`src/rtl/sar_pkg.sv`:
```
// Shared types and helpers for the SAR conversion controller.
package sar_pkg;

  typedef enum logic [3:0] {
    IDLE    = 4'b0001,
    SAMPLE  = 4'b0010,
    COMPARE = 4'b0100,
    DECIDE  = 4'b1000
  } state_t;

  localparam int IDLE_BIT    = 0;
  localparam int SAMPLE_BIT  = 1;
  localparam int COMPARE_BIT = 2;

  // Phase counter must cover the longest window (sample window up to 15 cycles).
  localparam int MAX_PHASE = 15;

  function automatic int width_for(input int max_val);
    return (max_val < 2) ? 1 : $clog2(max_val + 1);
  endfunction

endpackage

```
`src/rtl/sar_ctrl_if.sv`:
```
// Bundle between the SAR controller, the analog macro and the result consumer.
// The cont signal exists only when SAR_CTRL_CONT_EN is defined.
interface sar_ctrl_if #(parameter int N = 8);
  logic         cnvst;
  logic         cmp_out;
`ifdef SAR_CTRL_CONT_EN
  logic         cont;
`endif
  logic [N-1:0] sar;
  logic [N-1:0] dout;
  logic         eoc;
  logic         busy;
  logic         s_clk;
  logic         cmp_clk;
  logic [N-1:0] dac_top;
  logic [N-1:0] dac_btm;

`ifdef SAR_CTRL_CONT_EN
  modport master (input cnvst, cmp_out, cont,
                  output sar, dout, eoc, busy, s_clk, cmp_clk, dac_top, dac_btm);
  modport slave  (output cnvst, cmp_out, cont,
                  input sar, dout, eoc, busy, s_clk, cmp_clk, dac_top, dac_btm);
`else
  modport master (input cnvst, cmp_out,
                  output sar, dout, eoc, busy, s_clk, cmp_clk, dac_top, dac_btm);
  modport slave  (output cnvst, cmp_out,
                  input sar, dout, eoc, busy, s_clk, cmp_clk, dac_top, dac_btm);
`endif
endinterface

```
`src/rtl/sar_dac_map.sv`:
```
// Combinational CDAC switch map from SAR code, bit pointer and state.
module sar_dac_map
  import sar_pkg::*;
#(
  parameter int N  = 8,
  parameter int BW = 3
) (
  input  state_t       state,
  input  logic [N-1:0] sar,
  input  logic [BW-1:0] b,
  output logic [N-1:0] dac_top,
  output logic [N-1:0] dac_btm
);

  // Undecided bits below the pointer float both switches open.
  always_comb begin
    dac_top = '1;
    dac_btm = '0;
    if (state == COMPARE || state == DECIDE) begin
      for (int i = 0; i < N; i++) begin
        if (i >= int'(b)) begin
          dac_top[i] = sar[i];
          dac_btm[i] = ~sar[i];
        end else begin
          dac_top[i] = 1'b0;
          dac_btm[i] = 1'b0;
        end
      end
    end
  end

endmodule

```
`src/rtl/sar_ctrl.sv`:
```
// N-bit SAR ADC sequencer: sampling, comparator strobing and binary search.
// Optional back-to-back conversion without an IDLE cycle: SAR_CTRL_CONT_EN.
module sar_ctrl
  import sar_pkg::*;
#(
  parameter int N             = 8,
  parameter int SAMPLE_CYCLES = 1,
  parameter int CMP_WAIT      = 1
) (
  input  logic       clk,
  input  logic       rst,
  sar_ctrl_if.master bus
);

  localparam int BW = width_for(N - 1);
  localparam int PW = width_for(MAX_PHASE);

  state_t        state, state_n;
  logic [PW-1:0] cnt, cnt_n;
  logic [BW-1:0] b, b_n, b_dec;
  logic [N-1:0]  sar_q, sar_n;
  logic [N-1:0]  dout_q, dout_n;
  logic          eoc_q, eoc_n;
  logic [N-1:0]  dac_top_q, dac_btm_q, dac_top_n, dac_btm_n;
  logic          cont_en;

`ifdef SAR_CTRL_CONT_EN
  assign cont_en = bus.cont;
`else
  assign cont_en = 1'b0;
`endif

  assign b_dec = b - BW'(1);

  always_ff @(posedge clk or posedge rst) begin
    if (rst) begin
      state     <= IDLE;
      cnt       <= '0;
      b         <= '0;
      sar_q     <= '0;
      dout_q    <= '0;
      eoc_q     <= 1'b0;
      dac_top_q <= '1;
      dac_btm_q <= '0;
    end else begin
      state     <= state_n;
      cnt       <= cnt_n;
      b         <= b_n;
      sar_q     <= sar_n;
      dout_q    <= dout_n;
      eoc_q     <= eoc_n;
      dac_top_q <= dac_top_n;
      dac_btm_q <= dac_btm_n;
    end
  end

  always_comb begin
    state_n = state;
    cnt_n   = cnt;
    b_n     = b;
    sar_n   = sar_q;
    dout_n  = dout_q;
    eoc_n   = 1'b0;
    case (state)
      IDLE: begin
        if (bus.cnvst) begin
          state_n = SAMPLE;
          cnt_n   = PW'(SAMPLE_CYCLES - 1);
          sar_n   = '0;
        end
      end
      SAMPLE: begin
        if (cnt == '0) begin
          state_n      = COMPARE;
          cnt_n        = PW'(CMP_WAIT - 1);
          b_n          = BW'(N - 1);
          sar_n[N-1]   = 1'b1;
        end else begin
          cnt_n = cnt - PW'(1);
        end
      end
      COMPARE: begin
        if (cnt == '0) begin
          state_n = DECIDE;
        end else begin
          cnt_n = cnt - PW'(1);
        end
      end
      DECIDE: begin
        sar_n[b] = bus.cmp_out;
        if (b != '0) begin
          sar_n[b_dec] = 1'b1;
          b_n          = b_dec;
          cnt_n        = PW'(CMP_WAIT - 1);
          state_n      = COMPARE;
        end else begin
          dout_n = sar_n;
          eoc_n  = 1'b1;
          // Continuous mode re-enters sampling exactly as IDLE would, minus the idle cycle.
          if (cont_en) begin
            state_n = SAMPLE;
            cnt_n   = PW'(SAMPLE_CYCLES - 1);
            sar_n   = '0;
          end else begin
            state_n = IDLE;
          end
        end
      end
      default: state_n = IDLE;
    endcase
  end

  // Map from next-cycle values so the registered switches line up with the state flops.
  sar_dac_map #(.N(N), .BW(BW)) u_dac_map (
    .state   (state_n),
    .sar     (sar_n),
    .b       (b_n),
    .dac_top (dac_top_n),
    .dac_btm (dac_btm_n)
  );

  assign bus.sar     = sar_q;
  assign bus.dout    = dout_q;
  assign bus.eoc     = eoc_q;
  assign bus.busy    = ~state[IDLE_BIT];
  assign bus.s_clk   = state[SAMPLE_BIT];
  assign bus.cmp_clk = state[COMPARE_BIT];
  assign bus.dac_top = dac_top_q;
  assign bus.dac_btm = dac_btm_q;

endmodule

```
`src/flat_wrapper.sv`:
```
// flat-port wrapper written by rule: the top's interface ports become plain ports
module sar_ctrl_flat import sar_pkg::*;
#(
  parameter int N             = 8,
  parameter int SAMPLE_CYCLES = 1,
  parameter int CMP_WAIT      = 1
)
  (clk, rst, bus_cnvst, bus_cmp_out, bus_sar, bus_dout, bus_eoc, bus_busy, bus_s_clk, bus_cmp_clk, bus_dac_top, bus_dac_btm);
  sar_ctrl_if #(.N(N)) bus_i ();
  input  logic clk;
  input  logic rst;
  input wire logic [$bits(bus_i.cnvst)-1:0] bus_cnvst;
  input wire logic [$bits(bus_i.cmp_out)-1:0] bus_cmp_out;
  output wire logic [$bits(bus_i.sar)-1:0] bus_sar;
  output wire logic [$bits(bus_i.dout)-1:0] bus_dout;
  output wire logic [$bits(bus_i.eoc)-1:0] bus_eoc;
  output wire logic [$bits(bus_i.busy)-1:0] bus_busy;
  output wire logic [$bits(bus_i.s_clk)-1:0] bus_s_clk;
  output wire logic [$bits(bus_i.cmp_clk)-1:0] bus_cmp_clk;
  output wire logic [$bits(bus_i.dac_top)-1:0] bus_dac_top;
  output wire logic [$bits(bus_i.dac_btm)-1:0] bus_dac_btm;
  assign bus_i.cnvst = bus_cnvst;
  assign bus_i.cmp_out = bus_cmp_out;
  assign bus_sar = bus_i.sar;
  assign bus_dout = bus_i.dout;
  assign bus_eoc = bus_i.eoc;
  assign bus_busy = bus_i.busy;
  assign bus_s_clk = bus_i.s_clk;
  assign bus_cmp_clk = bus_i.cmp_clk;
  assign bus_dac_top = bus_i.dac_top;
  assign bus_dac_btm = bus_i.dac_btm;
  sar_ctrl #(.N(N), .SAMPLE_CYCLES(SAMPLE_CYCLES), .CMP_WAIT(CMP_WAIT)) u_core (.clk(clk), .rst(rst), .bus(bus_i));
endmodule
```
`config.mk`:
```
export PLATFORM = sky130hd
export DESIGN_NAME = sar_ctrl_flat
export DESIGN_NICKNAME = d
export VERILOG_FILES = /design/src/rtl/sar_pkg.sv /design/src/rtl/sar_ctrl_if.sv /design/src/rtl/sar_dac_map.sv /design/src/rtl/sar_ctrl.sv /design/src/flat_wrapper.sv
export SDC_FILE = /design/constraint.sdc
export NUM_CORES = 1
export LEC_CHECK = 0
export CAP_MARGIN = 25
export CELL_PAD_IN_SITES_DETAIL_PLACEMENT = 1
export CELL_PAD_IN_SITES_GLOBAL_PLACEMENT = 1
export CORE_UTILIZATION = 41
export DETAILED_ROUTE_END_ITERATION = 8
export PLACE_DENSITY_LB_ADDON = 0.1
export REMOVE_ABC_BUFFERS = 1
export SKIP_CTS_REPAIR_TIMING = 1
export SLEW_MARGIN = 5
export SYNTH_ARGS = -nofsm -noshare
export SYNTH_HDL_FRONTEND = slang
export SYNTH_HIERARCHICAL = 1
export SYNTH_SLANG_ARGS = --single-unit
```
`constraint.sdc`:
```
create_clock -name clk -period 3.03 [get_ports clk]
set_clock_uncertainty 0.15 [all_clocks]
set_input_delay 0.4545 -clock clk [delete_from_list [all_inputs] [get_ports clk]]
set_output_delay 0.4545 -clock clk [all_outputs]
set_load 0.03 [all_outputs]
```
==> flow_summary.toml, run 1 <==
[clocking]
cts_root_buf = "clkbuf_8"
cts_tree = "done"
cts_buffers = 5
cts.path.max_buffers = 2
clock-sinks = 44
htreeDepth = 2
clkTransAtPathRegs_ns = 0.08
clk_latency_ns = 0.29

[drt]
drt_pass1_iterations = 4
vias = 1749
wl_per_cell_um = 16.72
drc = 0
routed_wl_mm = 5.285
vias_per_cell = 5.535
initialDrtViolationCount = 66
ant_nets = 0

[timing]
maxSlewViolCount = 0
fin_ws_ns = 0.3946
tightestPinTransition_ns = 0.8124
relSlewSlack = 0.4557
rsz0062_at_grt = "false"
fin_crit_ns = 2.635
period_share = 0.8698
setup_violations = 0
hold_viol = 0
totalNegativeSetupSlack_ns = 0
max_freq_mhz = 379.4

[grt]
grt_first_pass_wirelength_mm = 9.080
antenna_found_initial = 0
grt_max_degree = 45
grt_pass1_vias = 1791
grt_use_total = 0.1981
overflow = 0

[critical_path]
worstSetupPathType = "register to register"
crit_required_ns = 3.10
arrival_ns = 2.71
critPathCaptureType = "register"
critPathLaunchType = "register"
cp_max_fo = 14

[die]
fp-row-count = 26
initial_core_util = 0.4369
die_y_um = 76.71
die-area_mm2 = 0.005884
die_width_um = 76.71
ios = 40
core_mm2 = 0.005238

[placed_design]
io_buffers = 39
place_area_mm2 = 0.002691
post-dp-hpwl_mm = 3.726
gp_congestion = 0.8088
placed_cells = 308
pre_cts_slack_ns = 0.4299

[synthesis]
ys_async_sr_fraction = 1.000
ys_ff_latch = 44
yosys_warnings = 6
synth_flop_cell = "dfrtp_1"
syn_inst = 212
netlist_area_mm2 = 0.002288
synth_edf_count = 0
yosysSeqAreaShare = 0.4861
avgSynthCellArea_um2 = 10.79
synth.distinct_cells = 48

[finish]
antenna_cells = 0
layout_commonest_cell = "clkdlybuf4s50_1"
layout-drive-gt1-share = 0.1382
final_cell_mix = "clkdlybuf4s50_1, dfrtp_1, nand2_1"
area_delta_synth_final_pct = 21.16
fin_cells = 316
layout.nets = 253
fin_area_mm2 = 0.002773

[power_and_ir_drop]
powerDensity_mw_per_mm2 = 756.7
power.leakage_nw = 1.177
ir_worst_vdd_mv = 0.3980

[run]
maxCapViolCount = 0

[outcome]
status = "complete, no violations"

[hold_path]
hold_path.class = "register to register"
[cell families after synthesis]
family / count (synthesis) / share of synthesized area
mux: 11 / 0.04975
flops: 44 / 0.4861
compound gates: 48 / 0.1504
xor+xnor: 3 / 0.01477
simple gates: 76 / 0.2182
buf+inv: 26 / 0.05905
fa+ha+maj: 4 / 0.02187
[synthesized netlist by cell type (5+ instances only)]
cell type,count,share of area
dfrtp_1,35,0.38
nand2_1,18,0.030
o21ai_0,13,0.028
inv_1,10,0.016
nor2_1,10,0.016
dfstp_2,9,0.10
mux2i_1,8,0.035
a211o_1,7,0.027
a22o_1,7,0.027
buf_2,6,0.013
clkbuf_1,6,0.0098
nand3_1,5,0.011
nand3b_1,5,0.016
nor3b_1,5,0.016
[registers in the layout (all words and copies together) (netlist names)]
signal,cells
u_core/bus.dac_btm,8
u_core/state,4
u_core/bus.sar,8
u_core/b,3
u_core/bus.dac_top,8
u_core/bus.eoc,1
u_core/bus.dout,8
u_core/cnt,4
[path summary, 6_finish.rpt]
kind | from | to | slack [ns] | depth (start not counted)
max | u_core/cnt[0] | u_core/bus.dac_top[2] | 0.39 | 8
min | u_core/bus.dout[0] | u_core/bus.dout[0] | 0.33 | 2
max reg2reg | u_core/cnt[0] | u_core/bus.dac_top[2] | 0.39 | 8
min reg2reg | u_core/bus.dout[0] | u_core/bus.dout[0] | 0.33 | 2
max in group asynchronous | rst | u_core/bus.dac_top[5] | 1.89 | 3
min in group asynchronous | rst | u_core/bus.dout[7] | 0.44 | 3
[routing by layer]
metal,up-vias,part of all wire,GRT usage
li1,831,-,-
met1,868,0.50,0.2921
met2,43,0.45,0.2946
met3,7,0.045,0.03452
met4,0,0.011,0.06154
met5,-,0,0
[final cells by class]
| cell class | count | area, um^2 |
|---|---|---|
| Fill cell | 571 | 2465 |
| Sequential cell | 44 | 1112 |
| Multi-Input combinational cell | 142 | 1041 |
| Timing Repair Buffer | 42 | 412.9 |
| Tap cell | 70 | 87.58 |
| Clock buffer | 7 | 76.32 |
| Inverter | 10 | 37.54 |
| Clock inverter | 1 | 5.005 |
[where the power goes]
group | internal, mW | total [mW] | switching, mW
logic | 0.350 | 0.936 | 0.586
registers | 0.679 | 0.805 | 0.126
clock network | 0.162 | 0.357 | 0.195
[metrics by stage]
step / utilization / hold slack, ns / power (mW)
2_1_floorplan: - / 0.3967 / 1.457
3_3_place_gp: 0.5139 / 0.3100 / 1.740
3_5_place_dp: 0.5139 / 0.3191 / 1.743
4_1_cts: 0.5294 / 0.3371 / 2.115
5_1_grt: 0.5294 / 0.3694 / 2.251
6_report: 0.5294 / 0.3297 / 2.098
[worst max-delay path: stages (launching register included)]
cell and delay (ns):
dfrtp_1 0.36, inv_1 0.08, ha_1 0.21, nor3b_2 0.21
or3_1 0.32, a21o_1 0.18, a21oi_1 0.34, xnor2_2 0.31
a311o_1 0.41
Power figures use the tool's default switching activity.
==> run 2: changes to the inputs <==
--- a/config.mk
+++ b/config.mk
@@ -8,9 +8,11 @@
 export CAP_MARGIN = 25
 export CELL_PAD_IN_SITES_DETAIL_PLACEMENT = 1
 export CELL_PAD_IN_SITES_GLOBAL_PLACEMENT = 1
+export CORE_MARGIN = 5
 export CORE_UTILIZATION = 41
 export DETAILED_ROUTE_END_ITERATION = 8
 export PLACE_DENSITY_LB_ADDON = 0.1
+export RECOVER_POWER = 100
 export REMOVE_ABC_BUFFERS = 1
 export SKIP_CTS_REPAIR_TIMING = 1
 export SLEW_MARGIN = 5
==> run 2 against run 1 <==
Net effect: sequential cell count stayed put; via count is 2.1% higher; sequential share of layout area rose by 0.13 points; cell count is 1.9% higher; non-clock buffer count rose by 4.
==> flow_summary.toml, run 2 (synthesized netlist as in run 1, its figures left out) <==
[clocking]
clkTransAtPathRegs_ns = 0.08
cts_root_buf = "clkbuf_8"
htreeDepth = 2
clk_latency_ns = 0.29
cts_buffers = 5
cts.path.max_buffers = 2
clock-sinks = 44
cts_tree = "done"

[die]
die_y_um = 84.71
die-area_mm2 = 0.007176
fp-row-count = 27
initial_core_util = 0.4182
die_width_um = 84.71
core_mm2 = 0.005473
ios = 40

[placed_design]
io_buffers = 39
gp_congestion = 0.7672
post-dp-hpwl_mm = 4.121
pre_cts_slack_ns = 0.4102

[finish]
final_cell_mix = "dlygate4sd3_1, dfrtp_1, nand2_1"
layout.nets = 257
multi_input_area_mm2 = 0.001011
area_delta_synth_final_pct = 20.78
layout-drive-gt1-share = 0.1160
n_fill_cell = 620
antenna_cells = 0
register_area_mm2 = 0.001112
layout_commonest_cell = "dlygate4sd3_1"

[hold_path]
holdPathStages = 2
hold_path.class = "register to register"

[timing]
whs_ns = 0.3213
tightestPinTransition_ns = 0.8812
maxSlewViolCount = 0
setup_violations = 0
rsz0062_at_grt = "false"
totalNegativeSetupSlack_ns = 0
fin_crit_ns = 2.661
relSlewSlack = 0.4125
max_freq_mhz = 375.8
period_share = 0.8782
fin_ws_ns = 0.3692
hold_viol = 0

[drt]
ant_nets = 0
routed_wl_mm = 5.739
wl_per_cell_um = 17.82
vias_per_cell = 5.543
drt_pass1_iterations = 4
vias = 1785
initialDrtViolationCount = 100
drc = 0

[critical_path]
worstSetupPathType = "register to register"
cp_max_fo = 14
max_stage_delay_ns = 0.67
cp_slowest_cell = "nor3b_1"
path_cells = "inv_1 > ha_1 > nand2b_1 > nand2_1 > nor3b_1 > or2_1 > nor4_1"
arrival_ns = 2.66
crit_required_ns = 3.02
reg2reg_depth = 7
critPathLaunchType = "register"
rrSetupSlack_ns = 0.37
critPathCaptureType = "register"

[grt]
antenna_found_initial = 0
grt_use_total = 0.1687
overflow = 0
grt_pass1_vias = 1821
grt_max_degree = 17
grt_first_pass_wirelength_mm = 9.577

[power_and_ir_drop]
finalPower_mw = 2.107
power.leakage_nw = 1.216
powerDensity_mw_per_mm2 = 762.4
ir_worst_vdd_mv = 0.4331

[run]
maxCapViolCount = 0

[outcome]
status = "complete, no violations"
[run 2: where the power goes]
group | switching, mW | internal [mW]
Combinational | 0.620 | 0.349
Sequential | 0.102 | 0.679
Clock | 0.192 | 0.165
Total | 0.914 | 1.19
[run 2: layout make-up]
class / count / share of cell area
clock buffer: 7 / 0.02761
inverter: 10 / 0.01358
timing repair buffer: 46 / 0.1548
sequential: 44 / 0.4024
multi-input combinational: 142 / 0.3658
clock inverter: 1 / 0.003169
tap: 72 / 0.03259
[run 2: metal layers]
metal,track usage,up-vias,wire [um]
met5,0,-,0
met4,0.04748,0,57
met3,0.03827,4,239
met2,0.2769,29,2758
met1,0.2235,914,2682
li1,-,838,-
[run 2: stage by stage]
step | instances | instance area, um^2 | util
finish | 322 | 2764 | 0.5050
global route | 322 | 2764 | 0.5050
CTS | 322 | 2809 | 0.5133
detailed placement | 314 | 2724 | 0.4977
global placement | 314 | 2724 | 0.4977
floorplan | 196 | 2191 | -
[run 2: final timing paths]
| check | to | startpoint |
|---|---|---|
| min in group asynchronous | u_core/bus.dout[5] | rst |
| hold / removal | u_core/bus.dout[4] | u_core/bus.dout[4] |
| setup / recovery | u_core/bus.dac_btm[4] | u_core/b[1] |
| setup reg to reg | u_core/bus.dac_btm[4] | u_core/b[1] |
| hold reg to reg | u_core/bus.dout[4] | u_core/bus.dout[4] |
| max in group asynchronous | u_core/cnt[0] | rst |
[run 2: critical path, delay by kind of cell (launching register included)]
family	cells	cell delay [ns]
buf+inv	1	0.08
fa+ha+maj	1	0.24
simple gates	5	1.65
flops	1	0.38
==> run 3: changes to the inputs <==
==> constraint.sdc (replaced) <==
create_clock -name clk -period 3.03 [get_ports clk]
set_clock_uncertainty 0.15 [all_clocks]
set_input_delay 0.4545 -clock clk [delete_from_list [all_inputs] [get_ports clk]]
set_output_delay 0.4545 -clock clk [all_outputs]
set_load 0.005 [all_outputs]
==> run 3 against run 2 <==
Net effect: worst hold slack unchanged; wire length decreased by 0.30%; setup slack improved by 0.0068 ns; cell area unchanged; sequential power about the same; total power decreased by 3.6%; clock-buffer cell count unchanged; via count decreased by 0.22%; critical endpoint unchanged.
==> flow_summary.toml, run 3 (synthesized netlist as in run 1, its figures left out) <==
[outcome]
status = "complete, no violations"

[clocking]
cts_buffers = 5
clkTransAtPathRegs_ns = 0.08
cts.path.max_buffers = 2
cts_tree = "done"
htreeDepth = 2
cts_root_buf = "clkbuf_8"
clock-sinks = 44
clk_latency_ns = 0.29

[timing]
hold_viol = 0
rsz0062_at_grt = "false"
tightestPinTransition_ns = 0.8800
setup_violations = 0
period_share = 0.8759
maxSlewViolCount = 0
max_freq_mhz = 376.8
totalNegativeSetupSlack_ns = 0
fin_ws_ns = 0.3760
relSlewSlack = 0.4133
fin_crit_ns = 2.654

[power_and_ir_drop]
swShare = 0.4131
p_seq_frac = 0.383
p_int_mw = 1.192
switchingPower_mw = 0.8390
clockPowerShare = 0.176
power.leakage_nw = 1.213
finalPower_mw = 2.031
ir_worst_vdd_mv = 0.4321
comb_power_share = 0.441
powerDensity_mw_per_mm2 = 734.8

[grt]
antenna_found_initial = 0
grt_first_pass_wirelength_mm = 9.577
grt_pass1_vias = 1821
grt_use_total = 0.1687
overflow = 0
grt_max_degree = 17

[placed_design]
pre_cts_slack_ns = 0.4102
gp_congestion = 0.7672
post-dp-hpwl_mm = 4.121
place_area_mm2 = 0.002724
io_buffers = 39

[critical_path]
rr_startpoint = "u_core/state[0]"
reg2reg_depth = 5
rrSetupSlack_ns = 0.38
crit_required_ns = 3.02
arrival_ns = 2.65
max_stage_delay_ns = 0.70
critPathTopFamily = "simple AND/OR/NAND/NOR gates"
path_cells = "or4b_1 > nand2_1 > nor3b_1 > or2_1 > nor4_1"
worstSetupPathType = "register to register"
crit_buf_inv = 0
cp_slowest_cell = "dfstp_1"
critPathLaunchType = "register"
worstReg2RegEnd = "u_core/bus.dac_btm[4]"
critPathCaptureType = "register"
cp_max_fo = 14

[finish]
layout.nets = 257
layout-drive-gt1-share = 0.1120
fin_area_mm2 = 0.002764
antenna_cells = 0
area_delta_synth_final_pct = 20.78
layout_commonest_cell = "dlygate4sd3_1"
final_cell_mix = "dlygate4sd3_1, dfrtp_1, nand2_1"

[drt]
drt_pass1_iterations = 4
drc = 0
initialDrtViolationCount = 104
wl_per_cell_um = 17.77
ant_nets = 0
vias_per_cell = 5.531
routed_wl_mm = 5.722
vias = 1781

[hold_path]
worst_hold_path.endpoint = "u_core/bus.dout[4]"
holdPathStages = 2
hp-start = "u_core/bus.dout[4]"
hold_path.class = "register to register"

[die]
die-area_mm2 = 0.007176
fp-row-count = 27
core_mm2 = 0.005473
die_width_um = 84.71
die_y_um = 84.71
initial_core_util = 0.4182
ios = 40

[run]
maxCapViolCount = 0
-- run 3: changes by cell type in the layout (fill, tap and decap cells not counted) --
cell,before,now
dfstp_2,9,8
dfstp_1,0,1
clkdlybuf4s50_1,1,2
dlygate4sd3_1,38,37
-- run 3: worst max-delay path by stage --
stage	startpoint	to	slack, ns	cells after the start
2_1_floorplan	u_core/state[1]	u_core/bus.dac_top[7]	0.41	5
3_3_place_gp	u_core/cnt[0]	u_core/bus.dac_top[0]	0.51	8
3_5_place_dp	u_core/cnt[0]	u_core/bus.dac_top[2]	0.41	8
4_1_cts	u_core/cnt[0]	u_core/bus.dac_top[2]	0.39	8
5_1_grt	u_core/state[1]	u_core/bus.dac_btm[1]	0.12	7
6_report	u_core/state[0]	u_core/bus.dac_btm[4]	0.38	5
-- run 3: final cells by class --
| type | count | area, um^2 |
|---|---|---|
| multi-input combinational | 142 | 1011 |
| sequential | 44 | 1112 |
| timing repair buffer | 46 | 427.9 |
| clock buffer | 7 | 76.32 |
| tap | 72 | 90.09 |
| inverter | 10 | 37.54 |
| clock inverter | 1 | 8.758 |
| fill | 620 | 2709 |
-- run 3: layer usage --
layer	vias to the layer above	GRT usage	routed length, um
li1	839	-	-
met1	909	0.2235	2663
met2	29	0.2769	2760
met3	4	0.03827	239
met4	0	0.04748	57
met5	-	0	0
-- run 3: power by group through the flow --
stage	Clock [mW]	Sequential (mW)	Combinational [mW]
after detailed placement	0	0.796	0.915
after floorplan	0	0.797	0.585
after CTS	0.377	0.785	0.931
final	0.357	0.778	0.896
after global placement	0	0.796	0.906
after global routing	0.407	0.799	0.991
-- run 3: worst min-delay path: cells and delay by family, from the launching register on --
kind             cells  cell delay [ns]
flip-flops           1             0.34
AND/OR/NAND/NOR      1             0.04
AO/OA/AOI/OAI        1             0.05
-- run 3: stage by stage --
step / std cells / utilization / hold WS, ns
after CTS: 322 / 0.5133 / 0.3100
final: 322 / 0.5050 / 0.3213
after detailed placement: 314 / 0.4977 / 0.3200
after floorplan: 196 / - / 0.3233
after global placement: 314 / 0.4977 / 0.3121
after global routing: 322 / 0.5050 / 0.3638
